File: src/rtl/popcount_window_seq_if.sv
// popcount_window_seq_if
//   Handshake and data bundle for popcount_window_seq.
//   WIDTH must match the WIDTH of the attached popcount_window_seq.
//   Signals:
//     in_valid  - word/lo/hi presented by the producer
//     in_ready  - block can accept a word (idle)
//     in_data   - WIDTH-bit word to test
//     lo, hi    - inclusive popcount window, CW bits each
//     out_valid - result available
//     out_ready - consumer takes the result
//     o         - 1 iff lo <= popcount(in_data) <= hi
//   Modports: master = producer/consumer side, slave = popcount block.
interface popcount_window_seq_if #(
   parameter int WIDTH = 16
);
   localparam int CW = $clog2(WIDTH + 1);

   logic             in_valid;
   logic             in_ready;
   logic [WIDTH-1:0] in_data;
   logic [CW-1:0]    lo;
   logic [CW-1:0]    hi;
   logic             out_valid;
   logic             out_ready;
   logic             o;

   modport master (
      output in_valid, in_data, lo, hi, out_ready,
      input  in_ready, out_valid, o
   );

   modport slave (
      input  in_valid, in_data, lo, hi, out_ready,
      output in_ready, out_valid, o
   );
endinterface

File: src/rtl/popcount_window_seq.sv
// popcount_window_seq
//   Bit-serial popcount range detector. Counts the set bits of a WIDTH-bit
//   word CHUNK bits per clock and flags whether the count lies in the
//   inclusive window [lo, hi]. The last chunk is zero-padded.
//   Ports:
//     clk  - single clock, everything on posedge
//     rst  - synchronous, active-high reset; aborts a word mid-count
//     bus  - popcount_window_seq_if.slave (in_valid/in_ready/in_data/lo/hi,
//            out_valid/out_ready/o)
//     count (only with POPCNT_COUNT_OUT_EN defined) - final popcount, CW bits,
//            valid alongside out_valid and held through DONE
//   Optional feature macro: POPCNT_COUNT_OUT_EN
//   Latency: accept at edge k -> out_valid after edge k+NB.
module popcount_window_seq #(
   parameter  int WIDTH = 16,
   parameter  int CHUNK = 4,
   localparam int CW    = $clog2(WIDTH + 1)
) (
   input  logic                 clk,
   input  logic                 rst,
   popcount_window_seq_if.slave bus
`ifdef POPCNT_COUNT_OUT_EN
   ,
   output logic [CW-1:0]        count
`endif
);
   localparam int NB = (WIDTH + CHUNK - 1) / CHUNK;
   localparam int SW = NB * CHUNK;
   localparam int BW = (NB > 1) ? $clog2(NB) : 1;

   typedef enum logic [1:0] {IDLE, COUNT, DONE} state_t;

   state_t        state;
   logic [SW-1:0] shreg;
   logic [CW-1:0] acc;
   logic [CW-1:0] lo_r;
   logic [CW-1:0] hi_r;
   logic [BW-1:0] beat;
   logic [CW-1:0] chunk_cnt;
   logic [CW-1:0] sum;
   logic          in_ready_r;
   logic          out_valid_r;
   logic          o_r;

   // Popcount of the low chunk plus the running total; never exceeds WIDTH.
   always_comb begin
      chunk_cnt = '0;
      for (int unsigned i = 0; i < CHUNK; i++) begin
         chunk_cnt = chunk_cnt + CW'(shreg[i]);
      end
      sum = acc + chunk_cnt;
   end

   always_ff @(posedge clk) begin
      if (rst) begin
         state       <= IDLE;
         in_ready_r  <= 1'b1;
         out_valid_r <= 1'b0;
         o_r         <= 1'b0;
         acc         <= '0;
         beat        <= '0;
         shreg       <= '0;
         lo_r        <= '0;
         hi_r        <= '0;
      end else begin
         unique case (state)
            IDLE: begin
               if (bus.in_valid && in_ready_r) begin
                  // Zero-extension pads the final partial chunk.
                  shreg      <= SW'(bus.in_data);
                  lo_r       <= bus.lo;
                  hi_r       <= bus.hi;
                  acc        <= '0;
                  beat       <= '0;
                  in_ready_r <= 1'b0;
                  state      <= COUNT;
               end
            end
            COUNT: begin
               acc   <= sum;
               shreg <= shreg >> CHUNK;
               beat  <= beat + 1'b1;
               if (beat == BW'(NB - 1)) begin
                  // Decision taken from the final sum on the last add's edge.
                  o_r         <= (sum >= lo_r) && (sum <= hi_r);
                  out_valid_r <= 1'b1;
                  state       <= DONE;
               end
            end
            DONE: begin
               if (bus.out_ready) begin
                  out_valid_r <= 1'b0;
                  in_ready_r  <= 1'b1;
                  state       <= IDLE;
               end
            end
            default: begin
               state       <= IDLE;
               in_ready_r  <= 1'b1;
               out_valid_r <= 1'b0;
            end
         endcase
      end
   end

   assign bus.in_ready  = in_ready_r;
   assign bus.out_valid = out_valid_r;
   assign bus.o         = o_r;

`ifdef POPCNT_COUNT_OUT_EN
   // acc holds the final sum from the last beat until the next word is accepted.
   assign count = acc;
`endif
endmodule
File: src/flat_wrapper.sv
// flat-port wrapper written by rule: the top's interface ports become plain ports
module popcount_window_seq_flat 
#(
   parameter  int WIDTH = 16,
   parameter  int CHUNK = 4,
   localparam int CW    = $clog2(WIDTH + 1)
)
  (clk, rst, bus_in_valid, bus_in_data, bus_lo, bus_hi, bus_out_ready, bus_in_ready, bus_out_valid, bus_o);
  popcount_window_seq_if #(.WIDTH(WIDTH)) bus_i ();
  input  logic clk;
  input  logic rst;
  input wire logic [$bits(bus_i.in_valid)-1:0] bus_in_valid;
  input wire logic [$bits(bus_i.in_data)-1:0] bus_in_data;
  input wire logic [$bits(bus_i.lo)-1:0] bus_lo;
  input wire logic [$bits(bus_i.hi)-1:0] bus_hi;
  input wire logic [$bits(bus_i.out_ready)-1:0] bus_out_ready;
  output wire logic [$bits(bus_i.in_ready)-1:0] bus_in_ready;
  output wire logic [$bits(bus_i.out_valid)-1:0] bus_out_valid;
  output wire logic [$bits(bus_i.o)-1:0] bus_o;
  assign bus_i.in_valid = bus_in_valid;
  assign bus_i.in_data = bus_in_data;
  assign bus_i.lo = bus_lo;
  assign bus_i.hi = bus_hi;
  assign bus_i.out_ready = bus_out_ready;
  assign bus_in_ready = bus_i.in_ready;
  assign bus_out_valid = bus_i.out_valid;
  assign bus_o = bus_i.o;
  popcount_window_seq #(.WIDTH(WIDTH), .CHUNK(CHUNK)) u_core (.clk(clk), .rst(rst), .bus(bus_i));
endmodule
File: config.mk
export PLATFORM = sky130hd
export DESIGN_NAME = popcount_window_seq_flat
export DESIGN_NICKNAME = d
export VERILOG_FILES = /design/src/rtl/popcount_window_seq_if.sv /design/src/rtl/popcount_window_seq.sv /design/src/flat_wrapper.sv
export SDC_FILE = /design/constraint.sdc
export NUM_CORES = 1
export LEC_CHECK = 0
export ABC_AREA = 1
export BUFFER_PORTS_ARGS = -buffer_cell sky130_fd_sc_hd__buf_4
export CAP_MARGIN = 30
export CELL_PAD_IN_SITES_DETAIL_PLACEMENT = 1
export CELL_PAD_IN_SITES_GLOBAL_PLACEMENT = 1
export CORE_MARGIN = 2
export CORE_UTILIZATION = 45
export CTS_BUF_LIST = sky130_fd_sc_hd__clkbuf_8
export CTS_CLUSTER_DIAMETER = 50
export DETAILED_ROUTE_END_ITERATION = 7
export PLACE_DENSITY_LB_ADDON = 0.12
export SKIP_CTS_REPAIR_TIMING = 1
export SKIP_LAST_GASP = 1
export SYNTH_ARGS = -nofsm -noshare
export SYNTH_HDL_FRONTEND = slang
export SYNTH_SLANG_ARGS = --single-unit
File: constraint.sdc
create_clock -name clk -period 4.47 [get_ports clk]
set_input_delay 0.447 -clock clk [delete_from_list [all_inputs] [get_ports clk]]
set_output_delay 0.447 -clock clk [all_outputs]
set_load 0.005 [all_outputs]
==> results of run 1 <==
==> power by group through the flow <==
stage               combinational, mW  clock [mW]  sequential (mW)
finish                          0.213       0.240            0.383
global route                    0.253       0.259            0.387
CTS                             0.217       0.245            0.384
detailed placement              0.214           0            0.391
global placement                0.202           0            0.390
floorplan                       0.150           0            0.387
==> cell type report <==
| type | count | share of cell area (%) |
|---|---|---|
| Clock buffer | 5 | 3.12 |
| Clock inverter | 3 | 0.794 |
| Multi-Input combinational cell | 168 | 42.3 |
| Tap cell | 50 | 2.83 |
| Timing Repair Buffer | 32 | 10.9 |
| Inverter | 33 | 5.61 |
| Sequential cell | 38 | 34.5 |
==> cell families after synthesis <==
kind of cell,count (synthesis),synth area share [%]
compound gates,66,18.6
xor+xnor,2,0.937
fa+ha+maj,18,12.8
buf+inv,43,9.43
flops,38,40.7
simple gates,82,17.5
==> cell usage in the layout, fill, tap and decap left out <==
master | Yosys | routed
a21oi_1 | 27 | 27
a31oi_1 | 12 | 12
and2_1 | 1 | 1
buf_4 | 0 | 32
clkbuf_8 | 0 | 5
clkinv_2 | 0 | 1
clkinv_4 | 0 | 1
dfxtp_1 | 38 | 38
fa_1 | 2 | 2
ha_1 | 16 | 16
inv_1 | 31 | 32
inv_2 | 2 | 2
nand2_1 | 66 | 66
nand2_2 | 1 | 1
nand3_1 | 4 | 4
nand3_2 | 1 | 1
nor2_1 | 7 | 7
nor3_1 | 1 | 1
o21a_1 | 1 | 1
o21ai_0 | 25 | 25
o21ai_1 | 1 | 1
or2_2 | 1 | 1
xnor2_1 | 1 | 1
xor2_1 | 1 | 1
==> sequential cells by signal (all words and copies together) (netlist names) <==
| signal | cells |
|---|---|
| u_core.bus.o | 1 |
| u_core.shreg | 16 |
| u_core.acc | 5 |
| u_core.bus.out_valid | 1 |
| u_core.hi_r | 5 |
| u_core.bus.in_ready | 1 |
| u_core.beat | 2 |
| u_core.state | 2 |
| u_core.lo_r | 5 |
==> worst max path at each step <==
stage	from	end	slack [ns]	depth (start not counted)
finish	u_core.shreg[0]$_SDFFE_PP0P_	u_core.bus.o$_SDFFE_PP0P_	1.23	18
CTS	u_core.shreg[0]$_SDFFE_PP0P_	u_core.bus.o$_SDFFE_PP0P_	1.23	18
floorplan	u_core.shreg[0]$_SDFFE_PP0P_	u_core.bus.o$_SDFFE_PP0P_	1.55	18
detailed placement	u_core.shreg[0]$_SDFFE_PP0P_	u_core.bus.o$_SDFFE_PP0P_	1.27	18
global route	u_core.shreg[0]$_SDFFE_PP0P_	u_core.bus.o$_SDFFE_PP0P_	0.98	18
global placement	u_core.shreg[0]$_SDFFE_PP0P_	u_core.bus.o$_SDFFE_PP0P_	1.43	18
==> metal layers <==
| layer | up-vias | track usage (%) | share of wire [%] |
|---|---|---|---|
| li1 | 868 | - | - |
| met1 | 778 | 27.9 | 49 |
| met5 | - | 0 | 0 |
| met4 | 0 | 9.00 | 1.7 |
| met3 | 7 | 5.92 | 4.2 |
| met2 | 29 | 33.2 | 45 |
==> worst max-delay path, cell delays in order (launching register included) <==
cell and delay [ns]:
dfxtp_1 0.32, ha_1 0.29, inv_1 0.07, fa_1 0.41
inv_1 0.07, ha_1 0.15, inv_1 0.06, fa_1 0.41
o21ai_0 0.23, nand2_1 0.10, and2_1 0.19, ha_1 0.29
nand2_1 0.07, nor2_1 0.13, nand2_1 0.07, nand3_1 0.06
nand2_1 0.06, nand3_1 0.07, a21oi_1 0.06
==> through the flow <==
stage / cell area, sq um / util [%]
finish: 2210 / 55.2
CTS: 2210 / 55.2
detailed placement: 2120 / 53.0
floorplan: 1870 / -
global placement: 2120 / 53.0
global route: 2210 / 55.2
==> flow_metrics.tcl, run 1 <==
set metrics [dict create \
    gp_congestion 0.792 \
    antenna_found_initial 0 \
    yosys-top-cells-area "dfxtp_1, nand2_1, ha_1" \
    holdCritStartpoint "bus_hi[0]" \
    synth.most_common_cell "nand2_1" \
    drive_gt1_share_pct 15.8 \
    path_max_fanout 2 \
    clk_latency_ns 0.31 \
    dp.final_hpwl_um 3070 \
    timing.max_cap.violations 0 \
    wl_um 4320 \
    r2r_cells 18 \
    hold_path_depth 3 \
    power_density_nw_per_um2 379 \
    io-pin-count 33 \
    p_clk_share_pct 28.7 \
    rr_startpoint "u_core.shreg[0]$_SDFFE_PP0P_" \
    required_ns 4.66 \
    rsz0062_at_grt "no" \
    total_power_mw 0.836 \
    ant_nets 0 \
    async_flop_share_pct 0 \
    multi_input_area_sq_um 933 \
    period_needed_ns 3.24 \
    maxSlewViolCount 0 \
    switchingPower_mw 0.276 \
    cts-root-buf "clkbuf_8" \
    pwr-share-seq_pct 45.9 \
    hold_violations 0 \
    reg2reg_slack_ns 1.23 \
    final.setup_skew_ns 0.0146 \
    die_area_sq_um 4690 \
    fill_cells 530 \
    tightest_slew_ns 0.632 \
    finalCritPeriodShare_pct 72.5 \
    yosysTopAreaCellShare_pct 40.7 \
    power_frac_comb_pct 25.5 \
    synth_area_leader_cell "dfxtp_1" \
    intPower_mw 0.560 \
    crit_type "reg2reg" \
    seq_area_sq_um 761 \
    synthFlopType "dfxtp_1" \
    avgSynthCellArea_sq_um 7.51 \
    hold_end "u_core.hi_r[0]$_SDFFE_PP0P_" \
    yosys.cell_types.count 24 \
    grt_first_pass_wirelength_um 7330 \
    syn_nets 297 \
    yosysWarnings 0 \
    antenna_cells 0 \
    clkSlewWorstSetupHoldPaths_ns 0.09 \
    chipWidth_um 68.5 \
    synth_seq_cells 38 \
    r2r-end "u_core.bus.o$_SDFFE_PP0P_" \
    synth_enable_flop_cells 0 \
    synth_cells 249 \
    relSlewSlack_pct 57.8 \
    cts_tree "built" \
    layout.cells.non_filler 329 \
    ir_worst_vdd_v 0.000229 \
    h-tree-depth 2 \
    syn_to_final_growth_pct 18.0 \
    grt_pass1_vias 1605 \
    viasPerCell 5.11 \
    grt-ovfl-total 0 \
    finalSetupViolCount 0 \
    fin_nets 326 \
    drc 0 \
    grt_usage_pct 21.4 \
    synth_top_cells_by_count "nand2_1, dfxtp_1, inv_1, a21oi_1, o21ai_0" \
    p_leak_nw 1.02 \
    yosysSeqAreaShare_pct 40.7 \
    cts_sinks 38 \
    cts_buffers 5 \
    start_kind "register" \
    rows 23 \
    fmax_mhz 309 \
    hp-class "in2reg" \
    grt_start_max_net_pins 27 \
    pre_cts_ws_ns 1.27 \
    clk_path_buf_depth 2 \
    placedCellCount 321 \
    die_y_um 68.5 \
    dr.pass1.iters 4 \
    hold_ws_ns 0.391 \
    routedWlPerCell_um 13.1 \
    swShare_pct 33.0 \
    core_sq_um 4000 \
    fin_setup_tns_ns 0 \
    io_buffer_count 32 \
    vias 1682 \
    setup_ws_ns 1.23 \
    cp_data_arrival_time_ns 3.43 \
    start_util_pct 46.8 \
    status "finished clean" \
    synth.cell_area_sq_um 1870 \
    worstSetupEndpointType "register" \
    first_iter_violations 67 \
]
Power figures use the tool's default switching activity.
==> inputs of run 2 (changes only) <==
Settings changed: ABC_AREA 1 to 0, CORE_UTILIZATION 45 to 39.
Clock period 4.47 ns to 2.75 ns, I/O delays scaled along.
==> flow_metrics.tcl, run 2 <==
set metrics [dict create \
    dp.final_hpwl_um 3160 \
    ir_worst_vdd_v 0.000293 \
    cts-root-buf "clkbuf_8" \
    yosysWarnings 0 \
    hold_violations 0 \
    grt_start_max_net_pins 40 \
    start_kind "register" \
    required_ns 2.96 \
    routedWlPerCell_um 13.2 \
    power_density_nw_per_um2 576 \
    synth_enable_flop_cells 0 \
    p_leak_nw 1.03 \
    yosysSeqAreaShare_pct 38.2 \
    final_cell_mix "nand2_1, buf_4, dfxtp_1" \
    cts_tree "built" \
    avgSynthCellArea_sq_um 8.33 \
    yosysTopAreaCellShare_pct 38.2 \
    clk_latency_ns 0.30 \
    synthFlopType "dfxtp_1" \
    gp_congestion 0.826 \
    rsz0062_at_grt "yes" \
    crit_chain "ha_1 -> inv_1 -> fa_1 -> inv_1 -> ha_1 -> inv_1 -> fa_2 -> nor2b_1 -> o21ai_1 -> xnor2_1 -> ha_1 -> o21a_1 -> o22ai_2 -> nor2_1 -> o41ai_2" \
    viasPerCell 4.87 \
    syn_to_final_growth_pct 20.2 \
    final.setup_skew_ns 0.00617 \
    layout_commonest_cell "nand2_1" \
    synth_area_leader_cell "dfxtp_1" \
    hp-class "in2reg" \
    antenna_found_initial 0 \
    relSlewSlack_pct 54.1 \
    total_power_mw 1.38 \
    syn_nets 287 \
    grt_pass1_vias 1662 \
    die_y_um 75.5 \
    grt_usage_pct 17.9 \
    synth_cells 239 \
    crit_type "reg2reg" \
    core_sq_um 5010 \
    synth.most_common_cell "nand2_1" \
    slowest_stage "fa_1" \
    top_layer_used "met4" \
    grt_first_pass_wirelength_um 7580 \
    met1Wirelength_um 2120 \
    start_util_pct 39.8 \
    wl_um 4510 \
    slowest_delay_ns 0.40 \
    grt-ovfl-total 0 \
    setup_ws_ns -0.222 \
    vias 1661 \
    fmax_mhz 336 \
    violations "negative setup slack" \
    rows 26 \
    finalSetupViolCount 1 \
    io-pin-count 33 \
    seq_area_sq_um 761 \
    utilization_pct 47.8 \
    path_max_fanout 2 \
    largest_register_ffs 16 \
    die_area_sq_um 5690 \
    status "finished with violations" \
    yosys-top-cells-area "dfxtp_1, nand2_1, ha_1" \
    drive_gt1_share_pct 22.9 \
    multi_input_area_sq_um 1090 \
    first_iter_violations 64 \
    cts_buffers 5 \
    yosys.cell_types.count 32 \
    h-tree-depth 2 \
    cts_sinks 38 \
    synth.cell_area_sq_um 1990 \
    finalCritPeriodShare_pct 108 \
    synth_top_cells_by_count "nand2_1, dfxtp_1, a21oi_1, inv_1, ha_1" \
    async_flop_share_pct 0 \
    wl_met3_um 174 \
    fill_cells 649 \
    chipWidth_um 75.5 \
    drc 0 \
    routed-wl-met2_um 2150 \
    tightest_slew_ns 0.687 \
    synth_seq_cells 38 \
    ant_nets 0 \
    antenna_cells 0 \
    dr.pass1.iters 4 \
    fin_nets 318 \
    top_register "u_core.shreg" \
    timing.max_cap.violations 0 \
    reg2reg_slack_ns -0.22 \
    maxSlewViolCount 0 \
    clk_path_buf_depth 2 \
    cp_data_arrival_time_ns 3.18 \
    worstSetupEndpointType "register" \
    io_buffer_count 32 \
    clkSlewWorstSetupHoldPaths_ns 0.07 \
    period_needed_ns 2.97 \
]
-- run 2: area by class of cell --
class / instances / area share (%)
well taps: 70 / 3.66
inverters: 17 / 2.66
multi-input cells: 170 / 45.4
repair buffers: 38 / 11.9
flip-flops and latches: 38 / 31.8
clock buffers: 8 / 4.60
-- run 2: power by group --
group	leakage (nW)	internal [mW]	switching [mW]	total (mW)
clock	0.0575	0.253	0.197	0.450
combinational	0.659	0.144	0.174	0.319
sequential	0.311	0.589	0.0226	0.611
-- run 2: worst paths after layout --
| check | endpoint | depth (start not counted) | startpoint |
|---|---|---|---|
| max | u_core.bus.o$_SDFFE_PP0P_ | 15 | u_core.shreg[0]$_SDFFE_PP0P_ |
| min | u_core.shreg[13]$_SDFFE_PP0P_ | 3 | bus_in_data[13] |
| min reg2reg | u_core.lo_r[2]$_SDFFE_PP0P_ | 2 | u_core.lo_r[2]$_SDFFE_PP0P_ |
| max reg2reg | u_core.bus.o$_SDFFE_PP0P_ | 15 | u_core.shreg[0]$_SDFFE_PP0P_ |
-- run 2: kinds of logic (layout without fill, tap and decap cells) --
| kind of cell | count (synthesis) | after routing | share of synthesized area [%] |
|---|---|---|---|
| mux | 1 | 1 | 0.565 |
| xor+xnor | 3 | 3 | 1.32 |
| buf+inv | 31 | 63 | 8.29 |
| flops | 38 | 38 | 38.2 |
| fa+ha+maj | 18 | 18 | 12.1 |
| compound gates | 49 | 49 | 17.7 |
| simple gates | 99 | 99 | 21.9 |
-- run 2: metal layers --
metal  up-vias  GRT usage [%]
li1        866              -
met1       762           23.3
met2        27           29.0
met3         6           4.37
met4         0           6.43
met5         -              0
-- run 2: worst max-delay path: cells and delay by family (launching register included) --
family,cells,cell delay (ns)
fa+ha+maj,5,1.49
compound gates,4,0.50
flops,1,0.32
simple gates,2,0.20
xor+xnor,1,0.20
buf+inv,3,0.18
-- run 2: stage by stage --
stage / setup TNS [ns] / hold WS (ns) / cells / worst slack (ns) / cell area [sq um]
finish: -0.222 / 0.220 / 341 / -0.222 / 2390
detailed placement: -0.287 / 0.447 / 333 / -0.287 / 2270
CTS: -0.326 / 0.213 / 341 / -0.326 / 2380
global placement: -0.218 / 0.443 / 333 / -0.218 / 2270
floorplan: -0.0887 / 0.376 / 239 / -0.0887 / 1990
global route: -0.433 / 0.221 / 341 / -0.433 / 2390
==> inputs of run 3 (changes only) <==
Settings changed: REMOVE_ABC_BUFFERS set to 1.
==> flow_metrics.tcl, run 3 (synthesis gave the netlist of run 2 again) <==
set metrics [dict create \
    grt_usage_pct 16.7 \
    power_density_nw_per_um2 544 \
    dr.pass1.iters 3 \
    setup_ws_ns -0.283 \
    cp_data_arrival_time_ns 3.22 \
    period_needed_ns 3.03 \
    fill_cells 657 \
    finalSetupViolCount 1 \
    grt_pass1_vias 1660 \
    first_iter_violations 26 \
    hold_violations 0 \
    maxSlewViolCount 0 \
    layout_commonest_cell "nand2_1" \
    grt_first_pass_wirelength_um 7270 \
    cts_buffers 5 \
    fin_nets 319 \
    antenna_cells 0 \
    status "finished with violations" \
    p_leak_nw 1.02 \
    fmax_mhz 330 \
    dp.final_hpwl_um 2900 \
    routedWlPerCell_um 12.2 \
    tightest_slew_ns 0.708 \
    grt_start_max_net_pins 40 \
    start_kind "register" \
    rows 26 \
    path_max_fanout 2 \
    top_register "u_core.shreg" \
    ir_worst_vdd_v 0.000203 \
    cts-root-buf "clkbuf_8" \
    final.setup_skew_ns 0.00918 \
    vias 1696 \
    antenna_found_initial 0 \
    layout.cells.non_filler 341 \
    final_cell_mix "nand2_1, buf_4, dfxtp_1" \
    utilization_pct 47.4 \
    die_area_sq_um 5690 \
    viasPerCell 4.97 \
    start_util_pct 39.8 \
    crit_type "reg2reg" \
    syn_to_final_growth_pct 19.1 \
    clk_latency_ns 0.29 \
    ant_nets 0 \
    placedCellCount 334 \
    violations "negative setup slack" \
    core_sq_um 5010 \
    cts_sinks 38 \
    cts_tree "built" \
    timing.max_cap.violations 0 \
    drc 0 \
    drive_gt1_share_pct 23.6 \
    clkSlewWorstSetupHoldPaths_ns 0.08 \
    h-tree-depth 2 \
    io_buffer_count 32 \
    die_y_um 75.5 \
    pre_cts_ws_ns -0.396 \
    clk_path_buf_depth 2 \
    worstSetupEndpointType "register" \
    wl_um 4150 \
    rsz0062_at_grt "yes" \
    largest_register_ffs 16 \
    required_ns 2.94 \
    grt-ovfl-total 0 \
    finalCritPeriodShare_pct 110 \
    chipWidth_um 75.5 \
    gp_congestion 0.653 \
    reg2reg_slack_ns -0.28 \
    hold_ws_ns 0.226 \
    hp-class "in2reg" \
    relSlewSlack_pct 52.7 \
    io-pin-count 33 \
]
==> run 3: where the power goes <==
part | leakage, nW | total [mW] | internal (mW) | switching [mW]
Sequential | 0.312 | 0.612 | 0.589 | 0.0230
Clock | 0.0438 | 0.360 | 0.170 | 0.190
Combinational | 0.660 | 0.319 | 0.147 | 0.172
==> run 3: through the flow <==
step / power, mW / instance area, sq um / setup TNS [ns]
after floorplan: 0.820 / 1890 / -0.137
after global placement: 0.929 / 2270 / -0.293
after detailed placement: 0.939 / 2270 / -0.396
after CTS: 1.30 / 2350 / -0.416
after global routing: 1.39 / 2370 / -0.504
final: 1.29 / 2370 / -0.283
==> run 3: per-layer routing <==
| metal | vias up | routed length, um | global-route usage [%] |
|---|---|---|---|
| li1 | 862 | - | - |
| met5 | - | 0 | 0 |
| met3 | 5 | 149 | 4.37 |
| met2 | 24 | 1970 | 28.8 |
| met4 | 0 | 56 | 5.26 |
| met1 | 805 | 1970 | 20.2 |
==> run 3: worst paths after layout <==
path,startpoint,end,cells after the start
worst max-delay path,u_core.shreg[0]$_SDFFE_PP0P_,u_core.bus.o$_SDFFE_PP0P_,15
worst max register to register,u_core.shreg[0]$_SDFFE_PP0P_,u_core.bus.o$_SDFFE_PP0P_,15
worst min register to register,u_core.lo_r[1]$_SDFFE_PP0P_,u_core.lo_r[1]$_SDFFE_PP0P_,2
worst min-delay path,bus_lo[1],u_core.lo_r[1]$_SDFFE_PP0P_,3
==> run 3: area by class of cell <==
cell class                 instances  area [sq um]  area share [%]
inverter                          17          63.8            2.69
multi-input combinational        170          1090            45.8
sequential                        38           762            32.1
tap                               70          87.6            3.69
clock inverter                     2          10.0           0.422
timing repair buffer              39           293            12.3
clock buffer                       5          68.8            2.90
==> run 3: critical path, cell delays in order (launching register included) <==
cell and delay [ns]:
dfxtp_2 0.33, ha_1 0.29, inv_1 0.07, fa_1 0.40, inv_1 0.06, ha_1 0.15
inv_1 0.06, fa_2 0.42, nor2b_2 0.14, o21ai_1 0.08, xnor2_1 0.21, ha_1 0.27
o21a_1 0.11, o22ai_1 0.10, nor2_1 0.07, o41ai_2 0.18
